[src/rtl/rns_conv_seq.sv]
// Multi-cycle residue conversion sequencer: four-modulus (255/256/257/511) set in, digits S1..S4 out.
// Latency: 4 cycles from capture edge to out_valid for a legal set, 1 cycle for an out-of-range set.
// Backpressure: accepts only in IDLE; holds results in DONE until out_ready, no bypass or queueing.
module rns_conv_seq #(
  parameter int CNT_W = 16
) (
  input  logic             clk,
  input  logic             rst_n,
  input  logic             in_valid,
  output logic             in_ready,
  input  logic [7:0]       r1,
  input  logic [7:0]       r2,
  input  logic [8:0]       r3,
  input  logic [8:0]       r4,
  output logic             out_valid,
  input  logic             out_ready,
  output logic [7:0]       s1,
  output logic [7:0]       s2,
  output logic [8:0]       s3,
  output logic [8:0]       s4,
  output logic             range_err,
  output logic [CNT_W-1:0] conv_cnt
);

  typedef enum logic [2:0] {
    IDLE  = 3'd0,
    S_Q0  = 3'd1,
    S_Q2  = 3'd2,
    S_T   = 3'd3,
    S_OUT = 3'd4,
    DONE  = 3'd5
  } state_t;

  state_t state, state_nx;

  // Captured residue set; only these feed the datapath, so live inputs may change freely.
  logic [7:0] a1, a2;
  logic [8:0] a3, a4;

  // Registered intermediates passed between sequence steps.
  logic [7:0] q0;
  logic [8:0] q2m;
  logic [8:0] t;

  // Combinational step results; each one is consumed by exactly one state's register load.
  logic        in_bad;
  logic [25:0] q0_sum;
  logic [7:0]  q0_nx;
  logic [7:0]  s1_nx;
  logic [8:0]  s3_nx;
  logic [8:0]  q2m_nx;
  logic [9:0]  t_diff;
  logic [18:0] t_prod;
  logic [8:0]  t_nx;
  logic [7:0]  s2_nx;
  logic [8:0]  s4_nx;

  // Step arithmetic. The +65535 term keeps the Q0 sum non-negative before the mod-65535 fold;
  // the worst-case sum exceeds 2^24, hence the 26-bit accumulator.
  always_comb begin
    in_bad = (r1 > 8'd254) || (r3 > 9'd256) || (r4 > 9'd510);
    q0_sum = 26'(a1) * 26'd32896 + 26'd65535 - (26'(a2) << 8) + 26'(a3) * 26'd32895;
    q0_nx  = 8'(q0_sum % 26'd65535);
    s1_nx  = 8'((10'(a1) + 10'd255 - 10'(a2)) % 10'd255);
    s3_nx  = 9'((10'(a2) + 10'd257 - 10'(a3)) % 10'd257);
    q2m_nx = 9'({q0, a2} % 16'd511);
    t_diff = 10'(a4) + 10'd511 - 10'(q2m);
    t_prod = 19'(t_diff) * 19'd338;
    t_nx   = 9'(t_prod % 19'd511);
    s2_nx  = q0 - t[7:0];
    s4_nx  = 9'((16'(q0) + 16'(t) * 16'd127) % 16'd511);
  end

  // State register.
  always_ff @(posedge clk or negedge rst_n) begin
    if (!rst_n) state <= IDLE;
    else        state <= state_nx;
  end

  // Next-state and handshake outputs. A bad set still spends one cycle in S_Q0 before DONE,
  // which sets its 1-cycle result latency and 3-cycle issue interval.
  always_comb begin
    state_nx  = state;
    in_ready  = 1'b0;
    out_valid = 1'b0;
    case (state)
      IDLE: begin
        in_ready = 1'b1;
        if (in_valid) state_nx = S_Q0;
      end
      S_Q0:  state_nx = range_err ? DONE : S_Q2;
      S_Q2:  state_nx = S_T;
      S_T:   state_nx = S_OUT;
      S_OUT: state_nx = DONE;
      DONE: begin
        out_valid = 1'b1;
        if (out_ready) state_nx = IDLE;
      end
      default: state_nx = IDLE;
    endcase
  end

  // Datapath registers: capture in IDLE, one reduction step per state, count accepted results.
  always_ff @(posedge clk or negedge rst_n) begin
    if (!rst_n) begin
      a1        <= '0;
      a2        <= '0;
      a3        <= '0;
      a4        <= '0;
      q0        <= '0;
      q2m       <= '0;
      t         <= '0;
      s1        <= '0;
      s2        <= '0;
      s3        <= '0;
      s4        <= '0;
      range_err <= 1'b0;
      conv_cnt  <= '0;
    end else begin
      case (state)
        IDLE: begin
          if (in_valid) begin
            a1        <= r1;
            a2        <= r2;
            a3        <= r3;
            a4        <= r4;
            range_err <= in_bad;
            s1        <= '0;
            s2        <= '0;
            s3        <= '0;
            s4        <= '0;
          end
        end
        S_Q0: begin
          if (!range_err) begin
            q0 <= q0_nx;
            s1 <= s1_nx;
            s3 <= s3_nx;
          end
        end
        S_Q2:  q2m <= q2m_nx;
        S_T:   t   <= t_nx;
        S_OUT: begin
          s2 <= s2_nx;
          s4 <= s4_nx;
        end
        DONE: begin
          if (out_ready) conv_cnt <= conv_cnt + CNT_W'(1);
        end
        default: ;
      endcase
    end
  end

endmodule
[config.mk]
export PLATFORM = sky130hd
export DESIGN_NAME = rns_conv_seq
export DESIGN_NICKNAME = d
export VERILOG_FILES = /design/src/rtl/rns_conv_seq.sv
export SDC_FILE = /design/constraint.sdc
export NUM_CORES = 1
export LEC_CHECK = 0
export ABC_AREA = 1
export ABC_CLOCK_PERIOD_IN_PS = 13200
export BUFFER_PORTS_ARGS = -buffer_cell sky130_fd_sc_hd__clkbuf_2
export CAP_MARGIN = 20
export CORE_AREA = 4 4 229 231
export CTS_CLUSTER_SIZE = 10
export DETAILED_ROUTE_END_ITERATION = 6
export DIE_AREA = 0 0 233 235
export HOLD_SLACK_MARGIN = 0.15
export PLACE_DENSITY = 0.69
export SYNTH_ARGS = -nofsm -noshare
export SYNTH_HDL_FRONTEND = slang
export SYNTH_SLANG_ARGS = --single-unit
[constraint.sdc]
create_clock -name clk -period 13.2 [get_ports clk]
set_input_delay 0.66 -clock clk [delete_from_list [all_inputs] [get_ports clk]]
set_output_delay 0.66 -clock clk [all_outputs]
set_load 0.005 [all_outputs]
==> results of run 1 <==
-- cells by family (layout without fill, tap and decap cells) --
logic type | count (synthesis) | after routing | share of synthesized area (%)
flops | 114 | 114 | 11.41
buf+inv | 792 | 1263 | 12.89
xor+xnor | 183 | 183 | 6.574
mux | 1 | 1 | 0.04502
simple gates | 2331 | 2339 | 42.78
compound gates | 353 | 355 | 8.019
fa+ha+maj | 309 | 309 | 18.28
-- cells in the mapped netlist, types with 20 or more instances --
library cell	count
sky130_fd_sc_hd__nand2_1	1136
sky130_fd_sc_hd__inv_1	715
sky130_fd_sc_hd__nor2_1	387
sky130_fd_sc_hd__nand3_1	375
sky130_fd_sc_hd__ha_1	215
sky130_fd_sc_hd__o21ai_0	177
sky130_fd_sc_hd__nand2_2	136
sky130_fd_sc_hd__xor2_1	131
sky130_fd_sc_hd__dfrtp_1	114
sky130_fd_sc_hd__fa_1	94
sky130_fd_sc_hd__a21oi_1	86
sky130_fd_sc_hd__nand4_1	59
sky130_fd_sc_hd__nor3_1	59
sky130_fd_sc_hd__xnor2_1	48
sky130_fd_sc_hd__nor2_2	45
sky130_fd_sc_hd__nand3b_1	27
sky130_fd_sc_hd__nand2_4	25
sky130_fd_sc_hd__nand3_2	22
sky130_fd_sc_hd__clkbuf_1	20
-- worst max-delay path by stage --
stage | startpoint | to | slack (ns)
after floorplan | a3[4] | q0[3] | 0.24
after global placement | a3[1] | q0[2] | -0.04
after detailed placement | q2m[0] | t[2] | -0.27
after CTS | a3[1] | q0[2] | 0.003
after global routing | a3[7] | q0[0] | -0.43
final | a3[6] | q0[4] | 0.26
-- sequential cells by signal (all words and copies together) (netlist names) --
name	flops
conv_cnt	16
s2	8
a1	8
s3	9
a2	8
s4	9
a4	9
s1	8
state	3
a3	9
range_err	1
t	9
q2m	9
q0	8
-- layout by cell type, fill, tap and decap left out, types with 10 or more instances in the layout --
master                      instances
sky130_fd_sc_hd__ha_1             195
sky130_fd_sc_hd__nand3_4           19
sky130_fd_sc_hd__xnor2_1           47
sky130_fd_sc_hd__nand3_1          309
sky130_fd_sc_hd__nand2_8           11
sky130_fd_sc_hd__fa_1              89
sky130_fd_sc_hd__inv_2             38
sky130_fd_sc_hd__nand2_1         1022
sky130_fd_sc_hd__clkbuf_16         17
sky130_fd_sc_hd__nand2_2          203
sky130_fd_sc_hd__clkbuf_2          90
sky130_fd_sc_hd__dfrtp_1          107
sky130_fd_sc_hd__o21bai_1          15
sky130_fd_sc_hd__xor2_1           124
sky130_fd_sc_hd__nand3_2           76
sky130_fd_sc_hd__nand2_4           72
sky130_fd_sc_hd__o21ai_0          152
sky130_fd_sc_hd__nor2_4            77
sky130_fd_sc_hd__buf_6             25
sky130_fd_sc_hd__a21oi_2           10
sky130_fd_sc_hd__nand3b_1          27
sky130_fd_sc_hd__nand4_1           59
sky130_fd_sc_hd__nor2_1           293
sky130_fd_sc_hd__o21ai_1           38
sky130_fd_sc_hd__a21oi_1           77
sky130_fd_sc_hd__nor2_2            77
sky130_fd_sc_hd__nor4_1            13
sky130_fd_sc_hd__nor3_1            51
sky130_fd_sc_hd__inv_1            694
sky130_fd_sc_hd__ha_4              15
sky130_fd_sc_hd__buf_4            358
-- stage by stage --
stage / TNS (ns) / utilization, % / hold slack, ns
after floorplan: 0 / - / 0.3644
after global placement: -0.1404 / 55.94 / 0.4621
after detailed placement: -3.342 / 55.94 / 0.4682
after CTS: 0 / 57.62 / 0.3078
after global routing: -5.022 / 63.70 / 0.3409
final: 0 / 63.70 / 0.2875
-- routing by layer --
metal | up-vias | wire length [um] | global-route usage (%)
li1 | 13773 | - | -
met1 | 12346 | 32990 | 33.64
met2 | 537 | 33490 | 38.87
met3 | 71 | 3061 | 2.689
met4 | 0 | 997 | 3.930
met5 | - | 0 | 0
-- area by class of cell --
cell class              instances  area share (%)
clock buffers                  17           1.334
clock inverters                14          0.6434
inverters                     750           8.976
multi-input cells            3187           66.20
flip-flops and latches        114           8.972
well taps                     672           2.636
repair buffers                482           11.24
-- what timing repair did --
item	in CTS	in global routing
pin swaps	5	210
gates resized for setup	22	563
endpoints found under the setup margin	16	26
gates cloned	2	8
setup buffers	12	105
==> results.cfg, run 1 <==
[outcome]
outcome = finished, final reports clean

[clock_tree]
clk_root_buffer_cell = sky130_fd_sc_hd__clkbuf_16
cts_buffers = 17
cts_num_sinks = 114
max-clock-path-buffers = 2
clock_latency_ns = 0.42
holdBufCountCts = 0
clkSlewWorstSetupHoldPaths_ns = 0.06
tritoncts_clock_tree = done
count_of_h_tree_levels_built_during_cts = 4

[timing]
fin_crit_sh_pct = 98.04
rsz0062_at_grt = true
finalClockSkew_ns = 0.01032
timing.final.setup_violations = 0
timing.max_slew.rel_slack_pct = 32.61
report.final.slew_viol_count = 0
worst_slew_pin_slew_ns = 1.005
final_period_minus_worst_setup_slack_ns = 12.94
max_freq_ghz = 0.07727
layout_setup_ws_ns = 0.2587
timing_hold_violations_final = 0

[placement]
hpwlAfterDp_um = 54820
dp.cells = 5076
global_placer_s_final_weighted_congestion = 0.9308
place_worst_setup_slack_ns = -0.2683
placed_cell_area_sq_mm = 0.02801
port_buffers = 90

[worst_setup_path]
required_ns = 13.51
timing.setup.critical_path_class = reg -> reg
r2r_end = q0[4]
worst_r2r_startpoint = a3[6]
cp_slowest_cell = sky130_fd_sc_hd__fa_2
cp_slowest_stage_delay_ns = 0.61
r2r_cells = 96
crit_family = simple AND/OR/NAND/NOR gates
critical_path.endpoint_type = flip-flop
startpoint_type = flip-flop
worst-endpoint-arrival_ns = 13.25
critPathBufInv = 16
critical_path_peak_fanout = 8
critical_path_depth = 96
rrSetupSlack_ns = 0.26
cpMostUsedCell = sky130_fd_sc_hd__nor2_4

[synthesis]
netlist_top_cells_area = sky130_fd_sc_hd__nand2_1, sky130_fd_sc_hd__dfrtp_1, sky130_fd_sc_hd__ha_1, sky130_fd_sc_hd__inv_1, sky130_fd_sc_hd__fa_1
synth.ff_latch_count = 114
ys.flop_type = sky130_fd_sc_hd__dfrtp_1
syn-mean-instance-area_sq_um = 6.125
yosysTopAreaCell = sky130_fd_sc_hd__nand2_1
synth-edff-count = 0
synth_cells = 4083
ys.warnings.count = 0
synthesis.area_sq_mm = 0.02501
area_share_of_the_leading_cell_type_in_the_synthesized_netlist_pct = 17.05
syn_nets = 4430
ys_types = 67
fraction_of_registers_with_async_set_reset_pct = 100.0
synth.yosys.seq_area_share_pct = 11.41

[route]
drt_iter0_drc = 1573
wirelength_um = 70540
first_pass_iters = 7
detail_route.wl_per_cell_um = 13.47
post_detailed_route_via_to_cell_ratio = 5.104
detail_route.drc_violations = 0
num_vias = 26727
residual_antenna_violating_net_count_after_detailed_routing = 0

[layout]
antenna_cells = 0
layoutNonFillerInstCount = 5236
layout-drive-gt1-share_pct = 26.38
multiInputGateArea_sq_mm = 0.02111
final_design_area_no_fill_sq_mm = 0.03189
seqCellArea_sq_mm = 0.002861
n_fill_cell = 4546
area_delta_synth_final_pct = 27.52
nNetsFinal = 4899

[global_route]
grt_max_degree = 64
antenna_found_initial = 0
globalRoute.totalOverflow = 0
grt_pass1_wl_um = 111700
grt_pass1_vias = 24344
track_usage_pct = 23.53

[die]
fp.coreArea_sq_mm = 0.05007
die_height_um = 235
full_die_area_sq_mm = 0.05476
rows = 82
io_pins = 91
floorplan.initialDensity_pct = 49.95
die_width_um = 233

[min_path]
min_path_type = in -> async

[flow_run]
cap_violations = 0
Power of run 1 is not shown: default switching activity piles up to over one toggle a cycle in this logic, so the estimate is an artifact.
==> inputs of run 2 (changes only) <==
Settings changed: CORE_AREA 4 4 229 231 to 4 4 175 303, DIE_AREA 0 0 233 235 to 0 0 179 307, PLACE_DENSITY 0.69 to 0.68.
==> run 2 against run 1 <==
  * Sequential cell count did not move
  * Clock skew is essentially flat
  * Cell count rose by 4.5%
  * Non-clock buffer count increased by 238
  * Via count is 4.6% higher
  * Utilization increased by 2.4 points
  * Hold slack worse by 0.034 ns
  * Die area is 0.36% higher
  * Critical path type unchanged
  * Count of clock-buffer cells in the layout rose by 3
==> results.cfg, run 2 (synthesis gave the netlist of run 1 again) <==
[placement]
dp.cells = 5355
place_worst_setup_slack_ns = -0.3123
global_placer_s_final_weighted_congestion = 0.9831
hpwlAfterDp_um = 65210
port_buffers = 90

[route]
drt_iter0_drc = 1226
detail_route.drc_violations = 0
wirelength_um = 79190
post_detailed_route_via_to_cell_ratio = 5.110
residual_antenna_violating_net_count_after_detailed_routing = 0
detail_route.wl_per_cell_um = 14.47
first_pass_iters = 5
num_vias = 27964

[timing]
timing.max_slew.rel_slack_pct = 31.02
timing_hold_violations_final = 0
layout_setup_ws_ns = 0.2941
timing.final.setup_violations = 0
rsz0062_at_grt = true
report.final.slew_viol_count = 0
final.hold.worst_slack_ns = 0.2537
max_freq_ghz = 0.07748
fin_tns_setup_ns = 0
final_period_minus_worst_setup_slack_ns = 12.91
finalClockSkew_ns = 0.009841
worst_slew_pin_slew_ns = 1.028
fin_crit_sh_pct = 97.77

[worst_setup_path]
cp_slowest_cell = sky130_fd_sc_hd__fa_2
cpMostUsedCell = sky130_fd_sc_hd__nand2_2
rrSetupSlack_ns = 0.29
startpoint_type = flip-flop
critical_path.endpoint_type = flip-flop
timing.setup.critical_path_class = reg -> reg
critical_path_peak_fanout = 8
worst-endpoint-arrival_ns = 13.22
required_ns = 13.52
cp_slowest_stage_delay_ns = 0.58

[clock_tree]
clock_latency_ns = 0.44
clkSlewWorstSetupHoldPaths_ns = 0.06
cts_num_sinks = 114
cts_buffers = 17
tritoncts_clock_tree = done
clk_root_buffer_cell = sky130_fd_sc_hd__clkbuf_16
count_of_h_tree_levels_built_during_cts = 4
max-clock-path-buffers = 2

[layout]
layoutNonFillerInstCount = 5472
layout-drive-gt1-share_pct = 30.17
largest_reg_flops = 16
most-common-layout-cells = sky130_fd_sc_hd__nand2_1, sky130_fd_sc_hd__inv_1, sky130_fd_sc_hd__buf_4, sky130_fd_sc_hd__nand3_1, sky130_fd_sc_hd__nor2_1
area_delta_synth_final_pct = 33.76
layout.cells.most_common = sky130_fd_sc_hd__nand2_1
nNetsFinal = 5140
largest-register = conv_cnt
antenna_cells = 0

[global_route]
grt_pass1_wl_um = 123800
antenna_found_initial = 0
grt_max_degree = 65
grt_pass1_vias = 27265
track_usage_pct = 27.37
globalRoute.totalOverflow = 0

[die]
io_pins = 91
die_height_um = 307
full_die_area_sq_mm = 0.05495
rows = 109
fp.coreArea_sq_mm = 0.05060
die_width_um = 179
floorplan.initialDensity_pct = 49.43

[outcome]
outcome = finished, final reports clean

[min_path]
min_path_type = in -> async

[flow_run]
cap_violations = 0
## run 2: cell types whose count changed in the layout (fill, tap and decap cells not counted), sizes merged
cell / change
a21oi: -1
inv: +1
clkbuf: +3
clkinvlp: -1
nand2: +3
bufinv: -1
clkinv: -1
o21ai: -1
nand3: +2
buf: +238
## run 2: path summary, 6_finish.rpt
kind                       start  endpoint  depth (start not counted)
max                        a3[7]     q0[2]                         93
min                        rst_n     s4[7]                          1
max reg2reg                a3[7]     q0[2]                         93
min reg2reg                s4[6]     s4[6]                          2
max in group asynchronous  rst_n     a3[7]                          2
min in group clk           r4[2]     a4[2]                          3
## run 2: cell type report
type	count	area (sq um)
fillers	4538	17140
clock inverters	12	148.9
well taps	666	833.3
inverters	750	2867
multi-input cells	3190	21010
clock buffers	20	446.7
repair buffers	720	5289
flip-flops and latches	114	2861
## run 2: routing by layer
metal	GRT usage [%]	wire length (um)	vias to the layer above
met5	0	0	-
met4	17.12	6365	0
met3	1.771	1662	297
met2	55.00	44170	539
met1	25.94	26990	12854
li1	-	-	14274
## run 2: stage by stage
step,instance area (sq um),utilization [%]
6_report,33450,66.12
5_1_grt,33450,66.12
4_1_cts,30800,60.88
3_5_place_dp,30120,59.52
3_3_place_gp,30120,59.52
2_1_floorplan,25010,-
## run 2: critical path: cells and delay by family, from the launching register on
kind                       cells  cell delay (ns)
and+or+nand+nor               68             7.04
AOI/OAI and AO/OA              3             0.47
adders and majority gates      6             2.94
buffers and inverters         16             1.83
DFF                            1             0.46
## run 2: what timing repair did
action	CTS	global route
setup buffers	1	70
hold buffers	0	0
setup endpoints to repair	17	26
resized for setup	18	511
gates cloned	2	11
pin swaps	3	194
Power of run 2 is left out for the same reason.
